--- config.mk ---
export PLATFORM = sky130hd
export DESIGN_NAME = mat_mult_seq
export DESIGN_NICKNAME = d
export VERILOG_FILES = /design/src/rtl/mat_mult_seq.sv
export SDC_FILE = /design/constraint.sdc
export NUM_CORES = 1
export LEC_CHECK = 0
export CORE_UTILIZATION = 46
export CTS_CLUSTER_SIZE = 16
export DETAILED_ROUTE_END_ITERATION = 6
export PLACE_DENSITY_LB_ADDON = 0.25
export SYNTH_ARGS = -nofsm -noshare
export SYNTH_HDL_FRONTEND = slang
export SYNTH_SLANG_ARGS = --single-unit
--- constraint.sdc ---
create_clock -name clk -period 1.5 [get_ports clk]
set_input_delay 0.225 -clock clk [delete_from_list [all_inputs] [get_ports clk]]
set_output_delay 0.225 -clock clk [all_outputs]
set_load 0.005 [all_outputs]
--- src/rtl/mat_mult_seq.sv ---
// Loop-nest sequencer for a single-MAC N x N matrix multiply: issues A/B reads,
// aligns MAC clear/enable with RAM latency, and strobes C writes in row-major order.
module mat_mult_seq #(
    parameter int N       = 8,
    parameter int LOG2N   = 3,
    parameter int RAM_LAT = 1,
    parameter int CNT_W   = 16
) (
    input  logic                 clk,
    input  logic                 reset,
    input  logic                 start,
    input  logic                 abort,
    output logic                 busy,
    output logic                 done,
    output logic                 rd_en,
    output logic [2*LOG2N-1:0]   a_addr,
    output logic [2*LOG2N-1:0]   b_addr,
    output logic                 mac_en,
    output logic                 mac_clr,
    output logic                 c_we,
    output logic [2*LOG2N-1:0]   c_addr,
    output logic [CNT_W-1:0]     cycle_count
);

    typedef enum logic [1:0] {IDLE, ISSUE, DRAIN, DONE} state_t;

    typedef struct packed {
        logic             vld;
        logic             first;
        logic             last;
        logic [LOG2N-1:0] i;
        logic [LOG2N-1:0] j;
    } tag_t;

    localparam int               DW         = $clog2(RAM_LAT + 2);
    localparam logic [LOG2N-1:0] IDX_MAX    = LOG2N'(N - 1);
    localparam logic [DW-1:0]    DRAIN_LAST = DW'(RAM_LAT);

    state_t             state, state_nxt;
    logic [LOG2N-1:0]   i, j, k;
    logic [DW-1:0]      drain_cnt;
    logic               last_issue;
    tag_t               issue_tag;
    tag_t               pipe [RAM_LAT];
    logic               wr_vld;
    logic [2*LOG2N-1:0] wr_addr;

    assign last_issue = (i == IDX_MAX) && (j == IDX_MAX) && (k == IDX_MAX);

    always_ff @(posedge clk or posedge reset) begin
        if (reset) state <= IDLE;
        else       state <= state_nxt;
    end

    always_comb begin
        state_nxt = state;
        busy      = 1'b0;
        done      = 1'b0;
        rd_en     = 1'b0;
        case (state)
            IDLE:  if (start) state_nxt = ISSUE;
            ISSUE: begin
                busy  = 1'b1;
                rd_en = 1'b1;
                if (last_issue) state_nxt = DRAIN;
            end
            DRAIN: begin
                busy = 1'b1;
                if (drain_cnt == DRAIN_LAST) state_nxt = DONE;
            end
            DONE: begin
                done = 1'b1;
                if (!start) state_nxt = IDLE;
            end
            default: state_nxt = IDLE;
        endcase
        if (abort) state_nxt = IDLE;
    end

    assign a_addr = rd_en ? {i, k} : '0;
    assign b_addr = rd_en ? {k, j} : '0;

    // Indices sit at zero outside ISSUE, so entry into ISSUE always starts at (0,0,0).
    always_ff @(posedge clk or posedge reset) begin
        if (reset) begin
            i           <= '0;
            j           <= '0;
            k           <= '0;
            drain_cnt   <= '0;
            cycle_count <= '0;
        end else begin
            if (state == ISSUE && !abort) begin
                k <= k + 1'b1;
                if (k == IDX_MAX) begin
                    j <= j + 1'b1;
                    if (j == IDX_MAX) i <= i + 1'b1;
                end
            end else begin
                i <= '0;
                j <= '0;
                k <= '0;
            end
            drain_cnt <= (state == DRAIN && !abort) ? drain_cnt + 1'b1 : '0;
            if (state == IDLE && start && !abort)
                cycle_count <= '0;
            else if ((state == ISSUE || state == DRAIN) && !abort)
                cycle_count <= cycle_count + 1'b1;
        end
    end

    always_comb begin
        issue_tag       = '0;
        issue_tag.vld   = rd_en;
        issue_tag.first = (k == '0);
        issue_tag.last  = (k == IDX_MAX);
        issue_tag.i     = i;
        issue_tag.j     = j;
    end

    // One extra register after the tag pipe: the accumulator holds the final sum
    // one cycle after the last mac_en of an output element.
    always_ff @(posedge clk or posedge reset) begin
        if (reset) begin
            for (int s = 0; s < RAM_LAT; s++) pipe[s] <= '0;
            wr_vld  <= 1'b0;
            wr_addr <= '0;
        end else begin
            pipe[0] <= issue_tag;
            for (int s = 1; s < RAM_LAT; s++) pipe[s] <= pipe[s-1];
            wr_vld  <= pipe[RAM_LAT-1].vld && pipe[RAM_LAT-1].last;
            wr_addr <= {pipe[RAM_LAT-1].i, pipe[RAM_LAT-1].j};
            if (abort) begin
                for (int s = 0; s < RAM_LAT; s++) pipe[s].vld <= 1'b0;
                wr_vld <= 1'b0;
            end
        end
    end

    assign mac_en  = pipe[RAM_LAT-1].vld;
    assign mac_clr = pipe[RAM_LAT-1].vld && pipe[RAM_LAT-1].first;
    assign c_we    = wr_vld;
    assign c_addr  = wr_vld ? wr_addr : '0;

endmodule

==> results of run 1 <==
==> logic make-up (layout without fill, tap and decap cells) <==
kind of cell    count (synthesis)  in the layout  share of synthesized area, %
xor+xnor                       12             12                          4.91
compound gates                 15             15                          5.26
flops                          45             45                          52.6
fa+ha+maj                      13             13                          7.60
mux                             5              5                          2.57
buf+inv                        18            117                          3.86
simple gates                   84             84                          23.2
==> layer usage <==
layer	global-route usage (%)	vias up	part of all wire (%)
met5	0	-	0
met4	6.44	0	1.1
met3	4.91	6	3.2
met2	35.1	39	52
met1	28.2	858	44
li1	-	834	-
==> metrics by stage <==
stage                     hold WS [ns]  util, %  setup WS [ns]
after global placement           0.332     65.0         -0.191
after detailed placement         0.335     65.0         -0.210
after global routing             0.272     76.1         -0.286
after floorplan                  0.331        -        -0.0176
final                            0.255     76.1         -0.205
after CTS                        0.258     72.4         -0.155
==> timing repair <==
action	4_1_cts	5_1_grt
setup buffers	16	11
resized for setup	119	19
pin swaps	28	6
endpoints found under the hold margin	0	0
endpoints found under the setup margin	49	38
==> layout make-up <==
cell class / count / area (um^2) / share of cell area [%]
multi-input cells: 129 / 1090 / 32.4
well taps: 52 / 65.1 / 1.94
flip-flops and latches: 45 / 1130 / 33.7
clock buffers: 5 / 68.8 / 2.05
repair buffers: 99 / 921 / 27.4
inverters: 10 / 37.5 / 1.12
clock inverters: 3 / 47.5 / 1.42
==> power by group <==
group          internal, mW  switching (mW)  leakage, nW
Sequential             1.30          0.0667        0.613
Combinational          1.06           0.829         1.02
Clock                 0.508           0.450       0.0591
==> registers in the layout (all words and copies together), names as in the netlist <==
| name | cells |
|---|---|
| mac_en | 1 |
| j | 3 |
| pipe | 8 |
| cycle_count | 16 |
| c_we | 1 |
| wr_addr | 6 |
| drain_cnt | 2 |
| state | 2 |
| i | 3 |
| k | 3 |
==> worst max-delay path: cells and delay by family, from the launching register on <==
family                     cells  cell delay (ns)
xor gates and xnor gates       1             0.15
adders and majority gates      1             0.26
buffers and inverters          4             0.41
DFF                            1             0.38
and+or+nand+nor                3             0.40
==> cells in the final DEF (no fill, tap or decap), types with 6 or more instances in the layout <==
master	count
xnor2_1	7
nand2_1	11
ha_1	8
nor2_1	28
buf_4	40
inv_1	6
clkdlybuf4s50_1	12
dlygate4sd2_1	16
and2_4	8
and2_1	10
nand4_1	7
buf_6	28
dfrtp_1	41
==> worst paths after layout <==
path	start	end	slack [ns]	depth (start not counted)
min in group clk	pipe[2]$_DFF_PP0_	wr_addr[2]$_DFF_PP0_	0.35	0
worst min register to register	pipe[2]$_DFF_PP0_	wr_addr[2]$_DFF_PP0_	0.35	0
max in group asynchronous	reset	cycle_count[3]$_DFFE_PP0P_	1.01	3
worst min-delay path	reset	pipe[6]$_DFF_PP0_	0.25	3
worst max register to register	state[1]$_DFFE_PP0P_	cycle_count[9]$_DFFE_PP0P_	-0.21	9
worst max-delay path	state[1]$_DFFE_PP0P_	cycle_count[9]$_DFFE_PP0P_	-0.21	9
==> flow_summary_export.csv, run 1 <==
group,metric,value,unit
setup_path,max_stage_delay,0.38,ns
global_routing,grt-ovfl-total,0,
pwr,ir_worst_vdd,1.00,mV
setup_path,cp-end-kind,"flop",
die,rows,24,
run_status,status,"finished with violations",
logic_synthesis,synth_area_per_cell,11.2,um^2
run_status,violations,"negative setup slack",
logic_synthesis,syn_area,2140,um^2
clock_network,numCtsBuffers,5,
logic_synthesis,synth_cell_type_count,36,
pwr,power.leakage,1.69,nW
logic_synthesis,ys_async_sr_fraction,100,%
timing,worst_clock_skew,0.0144,ns
final_layout,n_fill_cell,278,
logic_synthesis,yosys-top-cells-count,"dfrtp_1, nor2_1, and2_1",
timing,grt_setup_unrepaired,"true",
timing,worst_slew_pin_slew,0.334,ns
clock_network,root_buffer,"clkbuf_8",
clock_network,clkSlewWorstSetupHoldPaths,0.10,ns
timing,fmax,586,MHz
final_layout,final_nets,307,
logic_synthesis,ys_seq_elements,45,
final_layout,antenna_cells,0,
drt,routed_wl,5.09,mm
die,start_util,48.5,%
setup_path,cpMostUsedCell,"buf_6",
placement,gp_congestion,0.752,
logic_synthesis,ys_seq_area_share,52.6,%
die,die_h,70.2,um
logic_synthesis,synth_edf_count,0,
die,io_pins,44,
setup_path,cp.required,1.70,ns
setup_path,crit_slowest_cell,"dfrtp_1",
logic_synthesis,synthFlopType,"dfrtp_1",
setup_path,worstPathCellList,"inv_2 -> buf_6 -> ha_4 -> buf_6 -> buf_4 -> nand4b_4 -> nor3_4 -> xnor2_1 -> nor2_1",
final_layout,final_cells,343,
logic_synthesis,synth_area_leaders,"dfrtp_1, ha_1, and2_1",
drt,wl_per_cell,14.8,um
setup_path,worstSetupStartpointType,"flop",
timing,hold_violations,0,
setup_path,critical_path_arrival,1.91,ns
drt,viasPerCell,5.06,
setup_path,worst-setup-path-type,"reg -> reg",
pwr,total_power,4.21,mW
logic_synthesis,synth_top_area_share,52.6,%
timing,finalCritPeriodShare,114,%
global_routing,antenna_found_initial,0,
logic_synthesis,synth_nets,209,
clock_network,clock-sinks,45,
placement,dp_cells,309,
job,cap_violations,0,
global_routing,grt_pass1_vias,1678,
clock_network,insertion_delay,0.31,ns
final_layout,drive_gt1_share,40.9,%
clock_network,max-clock-path-buffers,2,
timing,fin_setup_tns,-4.34,ns
global_routing,track_usage,21.4,%
drt,drcViolationCount,0,
worst_hold_path,min_path_type,"in -> async",
drt,vias,1737,
timing,setup_viol,32,
timing,maxSlewViolCount,0,
logic_synthesis,yosysTopAreaCell,"dfrtp_1",
global_routing,grt_start_max_net_pins,46,
final_layout,final_area,3360,um^2
logic_synthesis,yosys_warnings,0,
clock_network,htreeDepth,2,
pwr,power.density,1250,nW/um^2
logic_synthesis,synth.most_common_cell,"dfrtp_1",
drt,postRouteAntennaNets,0,
die,die_width,70.2,um
timing,max_slew_margin,77.6,%
placement,port_buffers,43,
die,core_region_area,4410,um^2
timing,period_minus_slack,1.71,ns
clock_network,cts_tree,"built",
logic_synthesis,netlist_instances,192,
final_layout,areaGrowthSynthToFinish,56.9,%
placement,dp_hpwl,3.01,mm
die,die-area,4930,um^2
clock_network,hold_buffers,0,
setup_path,crit_path_max_fanout,4,
timing,fin_ws,-0.205,ns
placement,placed_area,2870,um^2
drt,drtIter0Drc,142,
global_routing,grt_pass1_wl,8.18,mm
drt,dr.pass1.iters,5,
(Power assumes the default switching activity.)
==> run 2, diff against run 1 <==
- CORE_UTILIZATION: 46 -> 53
- HOLD_SLACK_MARGIN: default -> 0.12
- clock period: 1.5 -> 2.1 ns (I/O delays scaled with it)
==> run 2 against run 1 <==
  * Sequential power shrank 26%
  * First-iteration DRC count shrank 11%
  * The run now ends clean
  * Sequential share of layout area grew 7.1 points
  * Design area shrank 18%
  * Largest power group is now registers
  * Via count shrank 12%
  * Cell count shrank 16%
  * Power shrank 46%
  * Register-to-register slack gained 0.54 ns
  * Clock-buffer cell count is the same
  * Die area shrank 13%
==> flow_summary_export.csv, run 2 (synthesized netlist as in run 1, its figures left out) <==
group,metric,value,unit
placement,placed_area,2640,um^2
timing,fmax,490,MHz
global_routing,grt-ovfl-total,0,
placement,port_buffers,43,
drt,drcViolationCount,0,
final_layout,n_fill_cell,263,
timing,max_slew_margin,55.9,%
final_layout,final_nets,257,
timing,setup_viol,0,
final_layout,layout_common_cells,"dfrtp_1, clkdlybuf4s50_1, nor2_1, and2_1",
drt,viasPerCell,5.30,
timing,finalCritPeriodShare,97.2,%
setup_path,crit_path_max_fanout,5,
timing,worst_slew_pin_slew,0.657,ns
drt,drtIter0Drc,127,
final_layout,final_area,2760,um^2
clock_network,insertion_delay,0.30,ns
final_layout,largest_register_ffs,16,
timing,hold_violations,0,
drt,vias,1532,
die,rows,22,
pwr,ir_worst_vdd,0.702,mV
placement,gp_congestion,0.783,
clock_network,root_buffer,"clkbuf_8",
setup_path,r2r_cells,6,
clock_network,cts_tree,"built",
timing,worst_clock_skew,0.00530,ns
job,cap_violations,0,
setup_path,worst-setup-path-type,"reg -> out",
clock_network,numCtsBuffers,5,
clock_network,clkSlewWorstSetupHoldPaths,0.08,ns
die,io_pins,44,
die,die_h,65.6,um
drt,postRouteAntennaNets,0,
clock_network,max-clock-path-buffers,2,
placement,dp_hpwl,2.78,mm
drt,wl_per_cell,13.8,um
global_routing,antenna_found_initial,0,
drt,routed_wl,3.99,mm
die,start_util,56.8,%
die,die-area,4300,um^2
timing,timing.hold.ws,0.335,ns
pwr,total_power,2.26,mW
global_routing,grt_pass1_vias,1475,
global_routing,grt_start_max_net_pins,29,
pwr,power.density,817,nW/um^2
final_layout,largest-register,"cycle_count",
timing,period_minus_slack,2.04,ns
global_routing,grt_pass1_wl,6.89,mm
global_routing,track_usage,21.6,%
die,die_width,65.6,um
setup_path,cp.required,1.78,ns
final_layout,final_common_cell,"dfrtp_1",
final_layout,largestRegisters,"cycle_count x16, pipe x8, wr_addr x6",
setup_path,worstSetupStartpointType,"flop",
final_layout,areaGrowthSynthToFinish,29.1,%
timing,maxSlewViolCount,0,
clock_network,hold_buffers,0,
final_layout,drive_gt1_share,12.4,%
run_status,status,"finished, final reports clean",
setup_path,critical_path_arrival,1.73,ns
final_layout,seq_area,1130,um^2
clock_network,htreeDepth,2,
pwr,power.leakage,1.23,nW
clock_network,clock-sinks,45,
drt,dr.pass1.iters,4,
die,core_region_area,3770,um^2
setup_path,cp-end-kind,"output port",
final_layout,antenna_cells,0,
worst_hold_path,min_path_type,"in -> async",
final_layout,multi_input_area,947,um^2
## run 2: cell count changes in the layout (fill, tap and decap cells not counted), sizes merged
| cell | delta |
|---|---|
| buf | -65 |
| dlygate4sd2 | -16 |
| clkinvlp | +3 |
| clkdlybuf4s50 | +31 |
| inv | -2 |
| bufinv | -1 |
## run 2: metrics by stage
stage	std cells	util, %	setup TNS, ns	setup WS, ns
final	289	73.3	0	0.0595
after global routing	289	73.3	-0.00301	-0.00301
after CTS	287	72.5	-0.157	-0.0385
after detailed placement	279	70.0	0	0.197
after global placement	279	70.0	0	0.219
after floorplan	192	-	0	0.480
## run 2: where the power goes
part	internal, mW	switching (mW)	total (mW)
combinational	0.343	0.361	0.704
clock	0.233	0.305	0.538
sequential	0.929	0.0876	1.02
total	1.50	0.754	2.26
## run 2: critical path: stages (launching register included)
cell and delay (ns):
dfrtp_2 0.41, inv_1 0.09, ha_2 0.40, clkdlybuf4s50_1 0.52
## run 2: timing repair
item,in CTS,in global routing
gates resized for setup,1,4
buffers inserted,0,2
setup endpoints to repair,12,13
## run 2: area by class of cell
type / count / share of cell area [%]
sequential: 45 / 40.8
tap: 48 / 2.17
clock inverter: 3 / 0.815
inverter: 10 / 1.36
timing repair buffer: 49 / 18.1
multi-input combinational: 129 / 34.3
clock buffer: 5 / 2.49
## run 2: worst paths after layout
path	start	endpoint	slack [ns]
setup / recovery	state[0]$_DFFE_PP0P_	busy	0.06
hold / removal	reset	wr_addr[0]$_DFF_PP0_	0.34
setup reg to reg	state[0]$_DFFE_PP0P_	cycle_count[15]$_DFFE_PP0P_	0.33
hold reg to reg	pipe[1]$_DFF_PP0_	wr_addr[1]$_DFF_PP0_	0.35
max in group asynchronous	reset	state[0]$_DFFE_PP0P_	1.24
min in group clk	pipe[1]$_DFF_PP0_	wr_addr[1]$_DFF_PP0_	0.35
## run 2: routing by layer
metal | vias up | track usage, % | wire length [um]
met5 | - | 0 | 0
met4 | 0 | 11.1 | 89
met3 | 10 | 6.42 | 160
met2 | 42 | 32.2 | 1900
met1 | 744 | 28.2 | 1840
li1 | 736 | - | -
==> run 3, diff against run 2 <==
- CORE_UTILIZATION: 53 -> 35
- HOLD_SLACK_MARGIN: 0.12 -> 0.03
- SKIP_LAST_GASP: default -> 1
==> run 3 against run 2 <==
  * Core utilization down 26 points
  * Clock power rose by 3%
  * First-iteration DRC count down 36%
  * Clock-buffer cell count did not move
  * Cell count grew 9.7%
  * Flip-flop and latch count unchanged
  * Sequential share of layout area down 0.46 points
  * Routed wire length down 3.9%
  * Critical endpoint unchanged
  * Largest cell class unchanged
  * Highest routed layer unchanged
==> flow_summary_export.csv, run 3 (synthesized netlist as in run 1, its figures left out) <==
group,metric,value,unit
drt,wl_per_cell,12.1,um
die,die_width,80.2,um
setup_path,worstPathCellList,"inv_1 -> ha_2 -> clkdlybuf4s50_1",
die,die_h,80.2,um
die,start_util,36.2,%
pwr,p_comb_share,30.6,%
final_layout,largest_register_ffs,16,
pwr,ir_worst_vdd,0.500,mV
placement,dp_hpwl,2.76,mm
timing,finalCritPeriodShare,98.5,%
timing,maxSlewViolCount,0,
clock_network,numCtsBuffers,5,
drt,vias,1481,
setup_path,path_buf_inv,2,
drt,routed_wl,3.83,mm
setup_path,max_stage_delay,0.53,ns
setup_path,r2r_cells,6,
worst_hold_path,min_path_type,"in -> async",
setup_path,critPathTopFamily,"buffers and inverters",
clock_network,clock-sinks,45,
setup_path,worst-setup-path-type,"reg -> out",
final_layout,areaGrowthSynthToFinish,30.6,%
die,die-area,6430,um^2
final_layout,largestRegisters,"cycle_count x16, pipe x8, wr_addr x6",
timing,worst_slew_pin_slew,0.611,ns
pwr,switching_power,0.752,mW
drt,viasPerCell,4.67,
setup_path,reg2reg_slack,0.34,ns
final_layout,n_fill_cell,561,
final_layout,multi_input_area,947,um^2
pwr,intPower,1.51,mW
drt,dr.pass1.iters,4,
drt,drtIter0Drc,81,
timing,worst_clock_skew,0.00695,ns
setup_path,cp.required,1.78,ns
final_layout,final_nets,258,
pwr,power_frac_clock,24.5,%
global_routing,antenna_found_initial,0,
final_layout,layout_common_cells,"dfrtp_1, clkdlybuf4s50_1, nor2_1, and2_1",
clock_network,root_buffer,"clkbuf_8",
setup_path,worstSetupStartpointType,"flop",
timing,hold_violations,0,
placement,port_buffers,43,
timing,max_slew_margin,59.0,%
timing,timing.hold.ws,0.314,ns
die,rows,28,
setup_path,reg2reg_to,"cycle_count[15]$_DFFE_PP0P_",
global_routing,grt-ovfl-total,0,
job,cap_violations,0,
clock_network,hold_buffers,0,
timing,fin_setup_tns,0,ns
final_layout,seq_area,1130,um^2
setup_path,crit_slowest_cell,"clkdlybuf4s50_1",
setup_path,crit_path_end,"busy",
placement,place_ws,0.161,ns
final_layout,drive_gt1_share,12.4,%
setup_path,crit_start,"state[0]$_DFFE_PP0P_",
clock_network,insertion_delay,0.30,ns
clock_network,max-clock-path-buffers,2,
drt,postRouteAntennaNets,0,
final_layout,fin_util,47.2,%
global_routing,track_usage,13.4,%
final_layout,antenna_cells,0,
setup_path,r2r_start,"state[0]$_DFFE_PP0P_",
pwr,power.leakage,1.24,nW
global_routing,grt_start_max_net_pins,23,
die,core_region_area,5920,um^2
setup_path,cp.depth,3,
pwr,pwr-share-seq,44.9,%
drt,drcViolationCount,0,
die,io_pins,44,
setup_path,crit_path_max_fanout,5,
global_routing,grt_pass1_wl,6.56,mm
setup_path,cp-end-kind,"output port",
timing,grt_setup_unrepaired,"true",
final_layout,largest-register,"cycle_count",
timing,setup_viol,0,
final_layout,final_common_cell,"dfrtp_1",
setup_path,critical_path_arrival,1.75,ns
run_status,status,"finished, final reports clean",
timing,period_minus_slack,2.07,ns
clock_network,cts_tree,"built",
clock_network,htreeDepth,2,
pwr,total_power,2.26,mW
placement,gp_congestion,0.744,
clock_network,clkSlewWorstSetupHoldPaths,0.09,ns
global_routing,grt_pass1_vias,1421,
timing,fmax,483,MHz
pwr,power.density,809,nW/um^2
timing,fin_ws,0.0316,ns
pwr,p_sw_share,33.3,%
[run 3: cell count changes in the layout (fill, tap and decap cells not counted)]
cell / change
buf_4: +2
clkinvlp_4: -2
buf_12: -1
clkinv_4: +1
inv_1: +1
inv_2: -1
inv_6: +1
[run 3: layer usage]
layer	vias up	wire, um	global-route usage, %
met5	-	0	0
met3	6	131	3.07
met2	26	1660	20.8
li1	742	-	-
met1	707	1960	17.7
met4	0	81	5.89
[run 3: timing repair]
action / CTS / global route
hold endpoints to repair: 0 / 0
setup endpoints to repair: 14 / 13
resized for setup: 1 / 3
buffers inserted: 0 / 2
[run 3: cell type report]
class | instances | share of cell area [%]
sequential | 45 | 40.3
multi-input combinational | 129 | 33.9
timing repair buffer | 50 | 17.7
tap | 75 | 3.36
clock buffer | 5 | 2.46
inverter | 10 | 1.34
clock inverter | 3 | 0.895
[run 3: power by group through the flow]
stage               clock [mW]  sequential, mW  combinational [mW]
CTS                      0.575            1.01               0.660
detailed placement           0            1.03               0.651
floorplan                    0            1.01               0.406
global placement             0            1.03               0.649
global route             0.610            1.03               0.783
finish                   0.554            1.02               0.692
[run 3: worst reg2reg max path, stage by stage (launching register included)]
cell and delay [ns]:
dfrtp_2 0.43, inv_1 0.08, ha_2 0.41, a21oi_2 0.11, nor3_4 0.30, a31oi_1 0.13
a41o_1 0.21
[run 3: how the worst min path moves through the flow]
stage | startpoint | depth (start not counted) | endpoint
3_5_place_dp | pipe[3]$_DFF_PP0_ | 0 | wr_addr[3]$_DFF_PP0_
3_3_place_gp | pipe[3]$_DFF_PP0_ | 0 | wr_addr[3]$_DFF_PP0_
6_report | reset | 2 | cycle_count[11]$_DFFE_PP0P_
5_1_grt | reset | 2 | pipe[5]$_DFF_PP0_
4_1_cts | reset | 2 | state[1]$_DFFE_PP0P_
2_1_floorplan | pipe[0]$_DFF_PP0_ | 0 | wr_addr[0]$_DFF_PP0_
[run 3: through the flow]
stage                     cells  instance area, um^2
after floorplan             192                 2140
after global placement      307                 2670
after detailed placement    307                 2670
after CTS                   315                 2770
after global routing        317                 2800
final                       317                 2800
